<file path="config.mk">
export PLATFORM = sky130hd
export DESIGN_NAME = count_logger_flat
export DESIGN_NICKNAME = d
export VERILOG_FILES = /design/src/rtl/count_logger_if.sv /design/src/rtl/count_logger.sv /design/src/flat_wrapper.sv
export SDC_FILE = /design/constraint.sdc
export NUM_CORES = 1
export LEC_CHECK = 0
export CAP_MARGIN = 20
export CELL_PAD_IN_SITES_DETAIL_PLACEMENT = 1
export CELL_PAD_IN_SITES_GLOBAL_PLACEMENT = 1
export CORE_MARGIN = 2
export CORE_UTILIZATION = 45
export CTS_CLUSTER_DIAMETER = 200
export DETAILED_ROUTE_END_ITERATION = 10
export DONT_BUFFER_PORTS = 1
export GPL_ROUTABILITY_DRIVEN = 0
export PLACE_DENSITY = 0.67
export RECOVER_POWER = 25
export SYNTH_ARGS = -nofsm -noshare
export SYNTH_HDL_FRONTEND = slang
export SYNTH_SLANG_ARGS = --single-unit
</file>
<file path="constraint.sdc">
create_clock -name clk -period 2.4 [get_ports clk]
set_input_delay 0.36 -clock clk [delete_from_list [all_inputs] [get_ports clk]]
set_output_delay 0.36 -clock clk [all_outputs]
set_load 0.01 [all_outputs]
</file>
<file path="src/rtl/count_logger_if.sv">
// Sample/drain bus between a count_logger and its environment.
// The out_stamp signal exists only when COUNT_LOGGER_TIMESTAMP_EN is defined.
interface count_logger_if #(
  parameter int WIDTH = 4,
  parameter int DEPTH = 4
);
  localparam int LVL_W = $clog2(DEPTH) + 1;

  logic [WIDTH-1:0] count_in;
  logic             capture_en;
  logic [WIDTH-1:0] out_data;
  logic             out_valid;
  logic             out_ready;
  logic [LVL_W-1:0] level;
  logic             wrap_pulse;
  logic             overflow;
  logic             ovf_clr;
`ifdef COUNT_LOGGER_TIMESTAMP_EN
  logic [7:0]       out_stamp;
`endif

`ifdef COUNT_LOGGER_TIMESTAMP_EN
  modport master (
    output count_in, capture_en, out_ready, ovf_clr,
    input  out_data, out_valid, level, wrap_pulse, overflow, out_stamp
  );

  modport slave (
    input  count_in, capture_en, out_ready, ovf_clr,
    output out_data, out_valid, level, wrap_pulse, overflow, out_stamp
  );
`else
  modport master (
    output count_in, capture_en, out_ready, ovf_clr,
    input  out_data, out_valid, level, wrap_pulse, overflow
  );

  modport slave (
    input  count_in, capture_en, out_ready, ovf_clr,
    output out_data, out_valid, level, wrap_pulse, overflow
  );
`endif

endinterface

</file>
<file path="src/rtl/count_logger.sv">
// Watches a counter, queues every changed value in a first-word-fall-through FIFO,
// flags max->0 wraps and sticky drops. COUNT_LOGGER_TIMESTAMP_EN adds an 8-bit stamp per entry.
module count_logger #(
  parameter int WIDTH = 4,
  parameter int DEPTH = 4
) (
  input  logic           clk,
  input  logic           rst,
  count_logger_if.slave  bus
);

  localparam int AW    = $clog2(DEPTH);
  localparam int PTR_W = AW + 1;
`ifdef COUNT_LOGGER_TIMESTAMP_EN
  localparam int ENTRY_W = WIDTH + 8;
`else
  localparam int ENTRY_W = WIDTH;
`endif

  logic [WIDTH-1:0]   prev_q, prev_d;
  logic               prev_vld_q, prev_vld_d;
  logic [PTR_W-1:0]   wr_ptr_q, wr_ptr_d;
  logic [PTR_W-1:0]   rd_ptr_q, rd_ptr_d;
  logic               overflow_q, overflow_d;
  logic               wrap_q, wrap_d;
`ifdef COUNT_LOGGER_TIMESTAMP_EN
  logic [7:0]         stamp_q, stamp_d;
`endif

  logic [ENTRY_W-1:0] mem_q [DEPTH];
  logic [ENTRY_W-1:0] wr_entry;
  logic [ENTRY_W-1:0] head_entry;

  logic [PTR_W-1:0]   level;
  logic               change;
  logic               push;
  logic               pop;
  logic               full;
  logic               empty;
  logic               wr_en;
  logic               drop;

  // Pointers carry one extra bit so full and empty differ without a separate count.
  assign level = wr_ptr_q - rd_ptr_q;
  assign full  = (level == PTR_W'(DEPTH));
  assign empty = (level == '0);

  always_comb begin
    change     = 1'b0;
    push       = 1'b0;
    pop        = 1'b0;
    wr_en      = 1'b0;
    drop       = 1'b0;
    prev_d     = bus.count_in;
    prev_vld_d = 1'b1;
    wr_ptr_d   = wr_ptr_q;
    rd_ptr_d   = rd_ptr_q;
    overflow_d = overflow_q;
    wrap_d     = 1'b0;

    change = prev_vld_q && (bus.count_in != prev_q);
    push   = bus.capture_en && change;
    pop    = !empty && bus.out_ready;

    // A pop in the same cycle frees the slot a full FIFO needs for the push.
    wr_en = push && (!full || pop);
    drop  = push && full && !pop;

    wr_ptr_d = wr_ptr_q + PTR_W'(wr_en);
    rd_ptr_d = rd_ptr_q + PTR_W'(pop);

    // A drop in the same cycle as a clear leaves the flag set.
    if (drop) begin
      overflow_d = 1'b1;
    end else if (bus.ovf_clr) begin
      overflow_d = 1'b0;
    end

    wrap_d = prev_vld_q && (prev_q == {WIDTH{1'b1}}) && (bus.count_in == '0);
  end

`ifdef COUNT_LOGGER_TIMESTAMP_EN
  assign stamp_d  = stamp_q + 8'd1;
  assign wr_entry = {stamp_q, bus.count_in};
`else
  assign wr_entry = bus.count_in;
`endif

  always_ff @(posedge clk or negedge rst) begin
    if (!rst) begin
      prev_q     <= '0;
      prev_vld_q <= 1'b0;
      wr_ptr_q   <= '0;
      rd_ptr_q   <= '0;
      overflow_q <= 1'b0;
      wrap_q     <= 1'b0;
    end else begin
      prev_q     <= prev_d;
      prev_vld_q <= prev_vld_d;
      wr_ptr_q   <= wr_ptr_d;
      rd_ptr_q   <= rd_ptr_d;
      overflow_q <= overflow_d;
      wrap_q     <= wrap_d;
    end
  end

`ifdef COUNT_LOGGER_TIMESTAMP_EN
  always_ff @(posedge clk or negedge rst) begin
    if (!rst) begin
      stamp_q <= '0;
    end else begin
      stamp_q <= stamp_d;
    end
  end
`endif

  // Storage is never reset; the pointers alone decide which entries are live.
  always_ff @(posedge clk) begin
    if (wr_en) begin
      mem_q[wr_ptr_q[AW-1:0]] <= wr_entry;
    end
  end

  assign head_entry = mem_q[rd_ptr_q[AW-1:0]];

  assign bus.out_data   = head_entry[WIDTH-1:0];
  assign bus.out_valid  = !empty;
  assign bus.level      = level;
  assign bus.wrap_pulse = wrap_q;
  assign bus.overflow   = overflow_q;
`ifdef COUNT_LOGGER_TIMESTAMP_EN
  assign bus.out_stamp  = head_entry[ENTRY_W-1 -: 8];
`endif

endmodule

</file>
<file path="src/flat_wrapper.sv">
// flat-port wrapper written by rule: the top's interface ports become plain ports
module count_logger_flat 
#(
  parameter int WIDTH = 4,
  parameter int DEPTH = 4
)
  (clk, rst, bus_count_in, bus_capture_en, bus_out_ready, bus_ovf_clr, bus_out_data, bus_out_valid, bus_level, bus_wrap_pulse, bus_overflow);
  count_logger_if #(.WIDTH(WIDTH), .DEPTH(DEPTH)) bus_i ();
  input  logic clk;
  input  logic rst;
  input wire logic [$bits(bus_i.count_in)-1:0] bus_count_in;
  input wire logic [$bits(bus_i.capture_en)-1:0] bus_capture_en;
  input wire logic [$bits(bus_i.out_ready)-1:0] bus_out_ready;
  input wire logic [$bits(bus_i.ovf_clr)-1:0] bus_ovf_clr;
  output wire logic [$bits(bus_i.out_data)-1:0] bus_out_data;
  output wire logic [$bits(bus_i.out_valid)-1:0] bus_out_valid;
  output wire logic [$bits(bus_i.level)-1:0] bus_level;
  output wire logic [$bits(bus_i.wrap_pulse)-1:0] bus_wrap_pulse;
  output wire logic [$bits(bus_i.overflow)-1:0] bus_overflow;
  assign bus_i.count_in = bus_count_in;
  assign bus_i.capture_en = bus_capture_en;
  assign bus_i.out_ready = bus_out_ready;
  assign bus_i.ovf_clr = bus_ovf_clr;
  assign bus_out_data = bus_i.out_data;
  assign bus_out_valid = bus_i.out_valid;
  assign bus_level = bus_i.level;
  assign bus_wrap_pulse = bus_i.wrap_pulse;
  assign bus_overflow = bus_i.overflow;
  count_logger #(.WIDTH(WIDTH), .DEPTH(DEPTH)) u_core (.clk(clk), .rst(rst), .bus(bus_i));
endmodule
</file>
### Word level (Yosys, flattened, before mapping)

Memory sizes are Yosys's and may differ from the RTL's.
Cells that the tools add are included.

| operators by class | value |
|---|---|
| add/sub/neg operators | 3 |
| multiply operators | 0 |
| div/mod/pow operators | 0 |
| $lt $le $gt $ge | 0 |
| equal/unequal tests | 3 |
| shifts and indexed selects | 0 |
| mux-type cells | 4 |
| bitwise gates (word level) | 0 |
| reductions and logical operators | 15 |

Operator list:

| operator | number |
|---|---|
| $logic_and A1 B1 Y1 | 8 |
| $add A3 B1 Y3 | 2 |
| $eq A4 B4 Y1 const B | 1 |
| $logic_not A4 Y1 | 1 |
| $mux W1 | 4 |
| $ne A4 B4 Y1 | 1 |
| $eq A3 B3 Y1 const B | 1 |
| $logic_not A1 Y1 | 3 |
| $logic_not A3 Y1 | 1 |
| $sub A3 B3 Y3 | 1 |
| $reduce_bool A2 Y1 | 1 |
| $logic_or A1 B1 Y1 | 1 |

| storage, ports and cells | value |
|---|---|
| bits in registers | 13 |
| bits in latches | 0 |
| RAM bits | 16 |
| bits in read-only memories | 0 |
| input bits | 9 |
| output and inout port bits | 10 |
| logic and storage cells | 32 |
| memories kept | 1 |

Memories:

| name | depth | bits a word | rd ports | clocked after Yosys merged registers in | write ports | line | source |
|---|---|---|---|---|---|---|---|
| u_core.mem_q | 4 | 4 | 1 | 0 | 1 | count_logger.sv:30 | `logic [ENTRY_W-1:0] mem_q [DEPTH];` |

### Depth between registers and ports, before layout

Gate-level depths: netlist of the first run.

| depth | value |
|---|---|
| depth after elaboration | 8 |
| gate-level depth with buffers | 9 |
| depth with buffers taken out | 9 |

### Least setup slack after synthesis of the first run

No wires, ideal clock.

| timing | value |
|---|---|
| path kind | register -> register |
| from | register u_core.rd_ptr_q[0] |
| to | register u_core.rd_ptr_q[2] |
| setup time | 0.125 ns |
| arrival | 2.326 ns |
| data required time | 2.275 ns |
| path slack | -0.051 ns |
| stages on the path, launching flop included | 9 |
| path buffers | 0 |
| clock period less this slack | 2.451 ns |
| path through | dfrtp_1 > ha_1 > fa_1 > xnor3_2 > nand3_1 > and2_1 > ha_1 > ha_1 > xor2_1 |

| between the ends | value |
|---|---|
| longest elaborated chain between the ends | 5 |

RTL lines:

| item | line | source |
|---|---|---|
| start: declaration | count_logger.sv:23 | `logic [PTR_W-1:0] rd_ptr_q, rd_ptr_d;` |
| start signal: assignment | count_logger.sv:101 | `rd_ptr_q <= rd_ptr_d;` |
| $sub A3 B3 Y3 | count_logger.sv:44 | `assign level = wr_ptr_q - rd_ptr_q;` |
| $logic_not A3 Y1 | count_logger.sv:46 | `assign empty = (level == '0);` |
| $logic_not A1 Y1 | n/a |  |
| net bus_out_valid | flat_wrapper.sv:16 | `output wire logic [$bits(bus_i.out_valid)-1:0] bus_out_valid;` |
| $logic_and A1 B1 Y1 | count_logger.sv:63 | `pop = !empty && bus.out_ready;` |
| $add A3 B1 Y3 | count_logger.sv:70 | `rd_ptr_d = rd_ptr_q + PTR_W'(pop);` |
| net u_core.rd_ptr_d[2] | count_logger.sv:23 |  |

The timed path passes the listed nets, and every way through them passes these cells.
A chain may end at the register's enable or synchronous reset.

### Worst setup path in the final report of the first run

| timing | value |
|---|---|
| from | register u_core.wr_ptr_q[0] |
| to | register u_core.wr_ptr_q[2] |

| between the ends | value |
|---|---|
| longest elaborated chain between the ends | 7 |
| elaborated cells on any way between the ends | 9 |
| those cells by class | 2 x add/sub; 1 x eq/ne; 6 x reduce/logical |

RTL lines:

| item | line | source |
|---|---|---|
| start: declaration | count_logger.sv:22 | `logic [PTR_W-1:0] wr_ptr_q, wr_ptr_d;` |
| start signal: assignment | count_logger.sv:100 | `wr_ptr_q <= wr_ptr_d;` |
| $sub A3 B3 Y3 | count_logger.sv:44 |  |
| $logic_not A3 Y1 | count_logger.sv:46 |  |
| $logic_not A1 Y1 | count_logger.sv:63 |  |
| $logic_and A1 B1 Y1 | count_logger.sv:63 |  |
| $logic_or A1 B1 Y1 | count_logger.sv:66 | `wr_en = push && (!full \|\| pop);` |
| $logic_and A1 B1 Y1 | count_logger.sv:66 |  |
| $add A3 B1 Y3 * | count_logger.sv:69 | `wr_ptr_d = wr_ptr_q + PTR_W'(wr_en);` |
| net u_core.wr_ptr_d[2] | count_logger.sv:22 |  |

Mark *: on every way through the listed nets, which the timed path passes. The rest lies on a longest branch.

==> results of run 1 <==
[what timing repair did]
action	CTS	global route
hold buffers	1	0
resized for setup	0	1
endpoints found under the setup margin	0	1
buffers inserted	0	2
hold endpoints to repair	13	0
[state kept, by name, indices dropped and copies added (netlist names)]
name / flops
u_core.bus.overflow: 1
u_core.bus.wrap_pulse: 1
u_core.mem_q: 16
u_core.prev_q: 4
u_core.prev_vld_q: 1
u_core.rd_ptr_q: 3
u_core.wr_ptr_q: 3
[worst max path at each step]
stage                             startpoint            endpoint  slack [ns]  cells after the start
after global placement    u_core.rd_ptr_q[0]  u_core.wr_ptr_q[2]        0.17                      8
final                     u_core.wr_ptr_q[0]  u_core.wr_ptr_q[2]        0.17                      9
after CTS                 u_core.wr_ptr_q[0]  u_core.wr_ptr_q[2]        0.11                      9
after floorplan           u_core.rd_ptr_q[0]  u_core.rd_ptr_q[2]        0.10                      8
after global routing      u_core.wr_ptr_q[0]  u_core.wr_ptr_q[2]        0.02                      9
after detailed placement  u_core.wr_ptr_q[0]  u_core.wr_ptr_q[2]        0.14                      9
[report_power, final]
part | leakage [nW] | internal (mW) | switching (mW) | total, mW
registers | 0.302 | 0.623 | 0.0621 | 0.686
clock network | 0.0269 | 0.112 | 0.151 | 0.263
logic | 0.236 | 0.329 | 0.396 | 0.725
[Yosys cell counts]
cell	n
edfxtp_1	16
dfrtp_1	13
inv_1	6
ha_1	5
nor4_1	5
mux4_2	4
xnor2_1	4
nand2_1	2
xor2_1	2
a41o_1	1
and2_1	1
conb_1	1
fa_1	1
nand2b_1	1
nand3_1	1
nand3b_1	1
nand4bb_1	1
nor2_1	1
nor3_4	1
o41ai_2	1
xnor3_2	1
[layout make-up]
cell class / instances / area share, %
flip-flops and latches: 29 / 58.5
multi-input cells: 34 / 27.4
repair buffers: 11 / 6.18
clock buffers: 7 / 3.27
well taps: 30 / 2.73
inverters: 6 / 1.64
clock inverters: 1 / 0.273
[worst max-delay path, delay by kind of cell, from the launching register on]
kind	cells	cell delay (ns)
adder cells (fa/ha/maj)	4	0.91
flip-flops	1	0.35
AND/OR/NAND/NOR	2	0.34
XOR/XNOR	2	0.45
buffers and inverters	1	0.07
[stage by stage]
stage,setup WS (ns),hold WS (ns)
global placement,0.172,0.0649
finish,0.168,0.0623
detailed placement,0.135,0.0649
CTS,0.105,0.0408
global route,0.0232,0.0261
floorplan,0.101,0.0644
[per-layer routing]
layer	GRT usage, %	vias up	wire, microns
met2	24.8	15	1070
li1	-	295	-
met1	20.3	336	926
met3	7.91	4	112
met4	11.5	0	58
met5	0	-	0
[kinds of logic (layout without fill, tap and decap cells)]
kind of cell / count (synthesis) / after routing
DFF: 29 / 29
and+or+nand+nor: 14 / 14
xor gates and xnor gates: 7 / 7
adders and majority gates: 6 / 6
buffers and inverters: 6 / 25
muxes: 4 / 4
AOI/OAI and AO/OA: 2 / 2
other: 1 / 1
==> results.md, run 1 <==
* Max Slew Vio Count at 0
* Row count at 18
* Synth Cell Area at 0.00120 sq mm
* IO buf count at 0
* Routed WL at about 2.2 mm
* Wire length per cell at 18.3 microns
* Sum of negative setup slack at 0 ns
* Worst-Margin Slew at 0.587 ns
* Final non-filler cell total at between 100 and 150
* Arrival @ worst endpoint at roughly 2.4 ns
* Largest family of logic cells by synthesized area: simple AND/OR/NAND/NOR gates
* Worst IR Drop VDD at roughly 0.79 mV
* WS Path Type: flop to flop
* Final Critical Period at 2.23 ns
* R2R Path Start: u_core.wr_ptr_q[0]
* Router iterations before antenna repair at 4
* Detail Route Antenna Nets at 0
* Vias in the first global route at 676
* Vias per cell at between 5 and 6
* Synthesized area per cell at 17.4 sq um
* # IOs at 19
* Routed vias at between 600 and 700
* Final hold vios at 0
* R2R depth at 9
* Gr ovfl total at 0
* Slowest cell on crit path: dfrtp_1
* R2R Setup Slk at 0.17 ns
* Hold_sp: bus_count_in[2]
* Initial core utilization at 48.1%
* CP cell instances: inv_1 > ha_1 > fa_2 > xnor3_2 > nor3_4 > nor2_1 > ha_1 > ha_1 > xor2_1
* Outcome: finished clean
* Setup Skew at roughly 0.0066 ns
* Fin util at 55.1%
* Most frequent cells in the layout: edfxtp_1, dfrtp_1, buf_4
* Post-synthesis simple-gate area fraction at 7.91%
* CP required at 2.61 ns
* Fraction of layout instances using a drive strength above 1 at 26.1%
* Clock net sink count at 29
* Most Frequent Cell on Critical Path: ha_1
* Yosys synthesis warning count at 0
* Mux contribution to synthesized area at 7.49%
* Storage cell area at 806 sq um
* Dpl cell area at about 0.0013 sq mm
* Reg clk slew, reported paths at 0.08 ns
* Fin crit share at 93.0%
* Synth area leader: edfxtp_1
* Filler instances at between 200 and 250
* Hold endpoint: u_core.prev_q[2]
* DR iter-0 viols at 6
* Area of the multi-input gates at 377 sq um
* Most common cell after layout, fill and taps aside: edfxtp_1
* Cell count after placement at 107
* DRC errors left at 0
* DIE AREA at 0.00310 sq mm
* N_diodes at 0
* First-pass GRT wire length at 3.70 mm
* Total track usage at around 17%
* CTS buffer count at 5
* Max_slew headroom at 60.8%
* Worst-path fanout max at 4
* Max Root-Sink Buffers at 2
* Post-synth top area share at 40.0%
* Distinct cells, synth at 21
* Peak Freq at ~450 MHz
* Post-synthesis adder-cell area fraction at about 6.9%
* Die Ht at 55.7 microns
* Post-synthesis sequential area ratio at between 60 and 70%
* Crit start category: flop
* RSZ-0062 raised after global routing: no
* CTS tree: done
* Largest net degree at the start of global routing at 14
* Max_cap viols at 0
* Core area at 0.00250 sq mm
* Synthesis-stage register bit count at 29
* Clock latency on the worst-skew pair at 0.32 ns
* Fin area at approximately 0.0014 sq mm
* Post-Synthesis Cells at 69
* Critical Path End Type: flop
* Crit path largest cell delay at roughly 0.35 ns
* R2R Path End: u_core.wr_ptr_q[2]
* Nets at 102
* Synth-to-Final Area Change at 14.5%
* Post-synthesis xor/xnor area fraction at under 10%
* Mapped Nets at 84
* Hold WC Path Type: input pin to flop
* Post-synthesis compound-gate area fraction at 2.19%
* Leak at between 0.5 and 0.6 nW
* # setup viols final at 0
* Pwr/cell area at 1220 mW/mm^2
* Hold depth at 0
* Die X at 55.7 microns
* Antenna violations before repair at 0
* CTS H-Tree Depth at 2
* Root buf cell: clkbuf_4
* Synth area leaders: edfxtp_1, dfrtp_1, mux4_2
* Placed wire-length estimate at 1.63 mm
* Power Total at 1.67 mW
No activity file was read; power rests on OpenSTA's default activity.
==> inputs of run 2 (changes only) <==
--- a/config.mk
+++ b/config.mk
@@ -14,6 +14,7 @@
 export DETAILED_ROUTE_END_ITERATION = 10
 export DONT_BUFFER_PORTS = 1
 export GPL_ROUTABILITY_DRIVEN = 0
+export HOLD_SLACK_MARGIN = 0.06
 export PLACE_DENSITY = 0.67
 export RECOVER_POWER = 25
 export SYNTH_ARGS = -nofsm -noshare
==> run 2 against run 1 <==
Net effect:
- hold slack better by 0.050 ns
- first-iteration DRC count is 17% lower
- clock power hardly changed
- sequential cell count stayed put
- setup slack worse by 0.011 ns
- sequential share of layout area is 1.7 points lower
- register-to-register slack hardly changed
- sequential power hardly changed
- final cell count is 3.4% higher
- power is 0.32% higher
- global-route usage is 0.65 points higher
- critical path type unchanged
- largest power group unchanged
==> results.md, run 2 (synthesized netlist as in run 1, its figures left out) <==
* Outcome: finished clean
* Final hold vios at 0 (unchanged)
* Row count at 18 (unchanged)
* DRC errors left at 0 (unchanged)
* Router iterations before antenna repair at 4 (unchanged)
* R2R Path Start: u_core.rd_ptr_q[0]
* RSZ-0062 raised after global routing: no
* Reg clk slew, reported paths at 0.08 ns (about the same)
* DR iter-0 viols at 5 (-1)
* Sum of negative setup slack at 0 ns (unchanged)
* Hold_sp: bus_count_in[3]
* Synth-to-Final Area Change at 17.8%
* Critical Path End Type: flop
* Psw at 0.610 mW (+0.21%)
* Seq pwr share at 40.9% (about the same)
* Nets at 106 (+3.9%)
* Crit start category: flop
* Sw Ratio at 36.3% (-0.038 points)
* Max_cap viols at 0 (unchanged)
* Detail Route Antenna Nets at 0 (unchanged)
* Placed wire-length estimate at 1.63 mm (unchanged)
* First-pass GRT wire length at 3.82 mm (+3.2%)
* Most frequent cells in the layout: edfxtp_1, dfrtp_1, buf_4
* Max Root-Sink Buffers at 2 (unchanged)
* Number of flip-flops in the largest register at 16 (unchanged)
* CTS H-Tree Depth at 2 (unchanged)
* CP required at 2.61 ns (about the same)
* Fraction of layout instances using a drive strength above 1 at 25.0% (-1.1 points)
* Vias in the first global route at 704 (+4.1%)
* Filler instances at 237 (-2.5%)
* Core area at 0.00250 sq mm (unchanged)
* DIE AREA at 0.00310 sq mm (unchanged)
* DP Worst Slack at 0.135 ns (unchanged)
* Clock net sink count at 29 (unchanged)
* Fin crit share at 93.5% (+0.45 points)
* Gr ovfl total at 0 (unchanged)
* IO buf count at 0 (unchanged)
* Routed WL at 2.21 mm (+2.3%)
* Worst setup margin at 0.157 ns (-0.0107 ns)
* Logic pwr share at 43.5% (+0.2 points)
* CTS tree: done
* Arrival @ worst endpoint at 2.45 ns (about the same)
* Routed vias at 669 (+2.9%)
* Die Ht at 55.7 microns (unchanged)
* Critical Path Source: u_core.rd_ptr_q[0]
* Worst IR Drop VDD at 0.877 mV (+10%)
* Hold WC Path Type: input pin to flop
* Worst-Margin Slew at 0.609 ns (+0.0224 ns)
* WS Path Type: flop to flop
* Most common cell after layout, fill and taps aside: edfxtp_1
* Clock latency on the worst-skew pair at 0.32 ns (about the same)
* Pwr/cell area at 1190 mW/mm^2 (-2.5%)
* Clock power share at 15.7% (about the same)
* Largest net degree at the start of global routing at 14 (unchanged)
* Wire length per cell at 18.1 microns (-1.1%)
* Die X at 55.7 microns (unchanged)
* # setup viols final at 0 (unchanged)
* Pint at 1.07 mW (+0.38%)
* # IOs at 19 (unchanged)
* Worst-path fanout max at 4 (unchanged)
* Max_slew headroom at 59.3% (-1.5 points)
* Max Slew Vio Count at 0 (unchanged)
* Setup Skew at 0.00532 ns (-0.00131 ns)
* Final Critical Period at 2.24 ns (+0.0107 ns)
* Antenna violations before repair at 0 (unchanged)
* CTS buffer count at 5 (unchanged)
* Total track usage at 17.8% (+0.65 points)
* Root buf cell: clkbuf_4
* Initial core utilization at 48.1% (unchanged)
* N_diodes at 0 (unchanged)
* Vias per cell at 5.48 (-0.45%)
* Leak at 0.581 nW (+3.0%)
* Peak Freq at 446 MHz (-0.48%)
## run 2: what timing repair did
item,4_1_cts,5_1_grt
buffers inserted,0,2
gates resized for setup,0,1
setup endpoints to repair,0,1
endpoints found under the hold margin,17,0
hold buffers,5,0
## run 2: final cells by class
class | instances | area [sq um] | share of cell area [%]
clock inverter | 1 | 3.75 | 0.265
sequential | 29 | 806 | 56.9
timing repair buffer | 15 | 125 | 8.83
multi-input combinational | 34 | 377 | 26.6
inverter | 6 | 22.5 | 1.59
clock buffer | 7 | 45.0 | 3.18
tap | 30 | 37.5 | 2.65
## run 2: power by group through the flow
stage / Combinational [mW] / Sequential [mW] / Clock [mW]
2_1_floorplan: 0.484 / 0.705 / 0
3_3_place_gp: 0.664 / 0.690 / 0
3_5_place_dp: 0.700 / 0.701 / 0
4_1_cts: 0.715 / 0.690 / 0.278
5_1_grt: 0.813 / 0.699 / 0.302
6_report: 0.730 / 0.686 / 0.263
## run 2: critical path, stage by stage (launching register included)
cell and delay (ns):
dfrtp_1 0.41, ha_1 0.22, fa_2 0.34, xnor3_2 0.29, nor3_4 0.26, nor2_1 0.08, ha_1 0.19, ha_1 0.19
xor2_1 0.16
## run 2: path summary, 6_finish.rpt
kind,cells past startpoint,slack (ns),end
max,8,0.16,u_core.wr_ptr_q[2]
min,1,0.11,u_core.bus.wrap_pulse
max reg2reg,8,0.16,u_core.wr_ptr_q[2]
min reg2reg,1,0.49,u_core.wr_ptr_q[2]
max in group asynchronous,1,1.52,u_core.prev_q[0]
min in group asynchronous,1,0.49,u_core.rd_ptr_q[2]
## run 2: routing by layer
layer	up-vias	GRT usage, %	wire, microns
met1	346	21.8	942
li1	302	-	-
met5	-	0	0
met3	4	7.67	109
met4	0	11.5	58
met2	17	25.7	1100
## run 2: metrics by stage
step,hold WS (ns),util (%),power (mW),std cells,area [sq um]
3_5_place_dp,0.0649,52.0,1.40,107,1300
2_1_floorplan,0.0644,-,1.19,69,1200
5_1_grt,0.0842,56.7,1.81,122,1420
4_1_cts,0.0930,56.0,1.68,120,1400
3_3_place_gp,0.0649,52.0,1.35,107,1300
6_report,0.112,56.7,1.68,122,1420
==> inputs of run 3 (changes only) <==
--- a/config.mk
+++ b/config.mk
@@ -13,7 +13,7 @@
 export CTS_CLUSTER_DIAMETER = 200
 export DETAILED_ROUTE_END_ITERATION = 10
 export DONT_BUFFER_PORTS = 1
-export GPL_ROUTABILITY_DRIVEN = 0
+export GPL_ROUTABILITY_DRIVEN = 1
 export HOLD_SLACK_MARGIN = 0.06
 export PLACE_DENSITY = 0.67
 export RECOVER_POWER = 25
==> constraint.sdc (replaced) <==
create_clock -name clk -period 2.4 [get_ports clk]
set_input_delay 0.48 -clock clk [delete_from_list [all_inputs] [get_ports clk]]
set_output_delay 0.48 -clock clk [all_outputs]
set_load 0.01 [all_outputs]
==> run 3 against run 2 <==
Net effect:
- non-clock buffer count decreased by 5
- sequential cell count unchanged
- power increased by 0.22%
- sequential power about the same
- setup slack got worse by 0.046 ns
- sequential share of layout area increased by 1.8 points
- hold slack improved by 0.069 ns
- final cell count decreased by 4.1%
- combinational power increased by 0.5%
- clock power about the same
- core utilization decreased by 1.7 points
- highest routed layer unchanged
==> results.md, run 3 (synthesized netlist as in run 1, its figures left out) <==
* Outcome: finished clean
* Wire length per cell at 18.5 microns (+2.1%)
* Row count at 18 (unchanged)
* CP cell instances: inv_1 > ha_1 > fa_2 > xnor3_2 > nand3_2 > buf_4
* Max Slew Vio Count at 0 (unchanged)
* Peak Freq at 437 MHz (-2.0%)
* Antenna violations before repair at 0 (unchanged)
* R2R depth at 9 (+1)
* Crit path buf inv count at 2 (+2)
* # setup viols final at 0 (unchanged)
* Die Ht at 55.7 microns (unchanged)
* WS Path Type: flop to output pin
* Crit start category: flop
* Number of flip-flops in the largest register at 16 (unchanged)
* Most frequent cells in the layout: edfxtp_1, dfrtp_1, buf_4
* Initial core utilization at 48.1% (unchanged)
* Worst setup path end: bus_out_valid
* Max Root-Sink Buffers at 2 (unchanged)
* Crit path largest cell delay at 0.35 ns (-0.06 ns)
* N_diodes at 0 (unchanged)
* Hold WC Path Type: input pin to flop
* Nets at 101 (-4.7%)
* Vias in the first global route at 676 (-4.0%)
* Clock latency on the worst-skew pair at 0.32 ns (about the same)
* Dpl cell area at 0.00130 sq mm (unchanged)
* Filler instances at 244 (+3.0%)
* Worst IR Drop VDD at 0.806 mV (-8.1%)
* Final hold vios at 0 (unchanged)
* Fin area at 0.00137 sq mm (-3.0%)
* Setup Skew at 0.00657 ns (+0.00124 ns)
* Die X at 55.7 microns (unchanged)
* Detail Route Antenna Nets at 0 (unchanged)
* Pwr/cell area at 1220 mW/mm^2 (+3.3%)
* CTS buffer count at 5 (unchanged)
* Router iterations before antenna repair at 4 (unchanged)
* R2R Path End: u_core.wr_ptr_q[2]
* # IOs at 19 (unchanged)
* R2R Path Start: u_core.wr_ptr_q[0]
* Vias per cell at 5.47 (-0.25%)
* DR iter-0 viols at 6 (+1)
* Arrival @ worst endpoint at 1.81 ns (-0.64 ns)
* Largest net degree at the start of global routing at 14 (unchanged)
* Max_cap viols at 0 (unchanged)
* Routed vias at 640 (-4.3%)
* Largest delay contributor family on the critical path: adder cells
* Gr ovfl total at 0 (unchanged)
* Fraction of layout instances using a drive strength above 1 at 26.4% (+1.4 points)
* Worst-Margin Slew at 0.586 ns (-0.0232 ns)
* Root buf cell: clkbuf_4
* Max_slew headroom at 60.8% (+1.6 points)
* Reg clk slew, reported paths at 0.08 ns (about the same)
* Clock net sink count at 29 (unchanged)
* First-pass GRT wire length at 3.70 mm (-3.1%)
* Worst-path fanout max at 4 (unchanged)
* IO buf count at 0 (unchanged)
* Leak at 0.560 nW (-3.7%)
* Total track usage at 17.2% (-0.65 points)
* Placed wire-length estimate at 1.63 mm (unchanged)
* Final Critical Period at 2.29 ns (+0.0463 ns)
* Critical Path Source: u_core.wr_ptr_q[0]
* CTS tree: done
* Most common cell after layout, fill and taps aside: edfxtp_1
* GP Congestion at 0.710
* Critical Path Stages at 6 (-2)
* R2R Setup Slk at 0.16 ns (about the same)
* Critical Path End Type: output pin
* Core area at 0.00250 sq mm (unchanged)
* Fin crit share at 95.4% (+1.9 points)
* CTS H-Tree Depth at 2 (unchanged)
* Synth-to-Final Area Change at 14.3%
* DIE AREA at 0.00310 sq mm (unchanged)
* CP required at 1.92 ns (-0.69 ns)
* Routed WL at 2.17 mm (-2.1%)
* Slowest cell on crit path: dfrtp_1
* DRC errors left at 0 (unchanged)
* Hold_ws at 0.181 ns (+0.0693 ns)
[run 3: worst min-delay path by stage]
stage	from	end	slack [ns]	cells after the start
2_1_floorplan	rst	u_core.bus.overflow	0.18	0
3_3_place_gp	rst	u_core.rd_ptr_q[2]	0.18	0
3_5_place_dp	rst	u_core.rd_ptr_q[2]	0.18	0
4_1_cts	bus_count_in[3]	u_core.prev_q[3]	0.16	0
5_1_grt	bus_count_in[3]	u_core.prev_q[3]	0.15	0
6_report	bus_count_in[2]	u_core.prev_q[2]	0.18	0
[run 3: metal layers]
layer	GRT usage [%]	wire [microns]
met4	11.5	58
met1	20.3	917
met5	0	0
met3	7.91	112
met2	24.8	1080
[run 3: per-stage QoR]
stage                     utilization, %  total power [mW]  TNS (ns)  setup WS, ns  instances
after CTS                           54.4              1.68         0        0.0179        116
after detailed placement            52.0              1.40         0         0.135        107
after global placement              52.0              1.35         0         0.172        107
after global routing                55.0              1.82  -0.00390      -0.00390        117
final                               55.0              1.68         0         0.110        117
after floorplan                        -              1.19         0         0.101         69
[run 3: repair_timing]
item / in CTS / in global routing
hold buffers: 1 / 0
buffers inserted: 0 / 1
hold endpoints to repair: 13 / 0
endpoints found under the setup margin: 0 / 2
gates resized for setup: 0 / 2
[run 3: final cells by class]
| class | count | area (sq um) | share of cell area, % |
|---|---|---|---|
| Multi-Input combinational cell | 34 | 382 | 27.8 |
| Clock inverter | 1 | 3.75 | 0.273 |
| Clock buffer | 7 | 45.0 | 3.28 |
| Tap cell | 30 | 37.5 | 2.73 |
| Sequential cell | 29 | 806 | 58.7 |
| Inverter | 6 | 22.5 | 1.64 |
| Timing Repair Buffer | 10 | 77.6 | 5.65 |
[run 3: report_power, final]
part	leakage, nW	switching [mW]	internal, mW
registers	0.302	0.0621	0.623
clock network	0.0269	0.151	0.112
logic	0.231	0.408	0.326
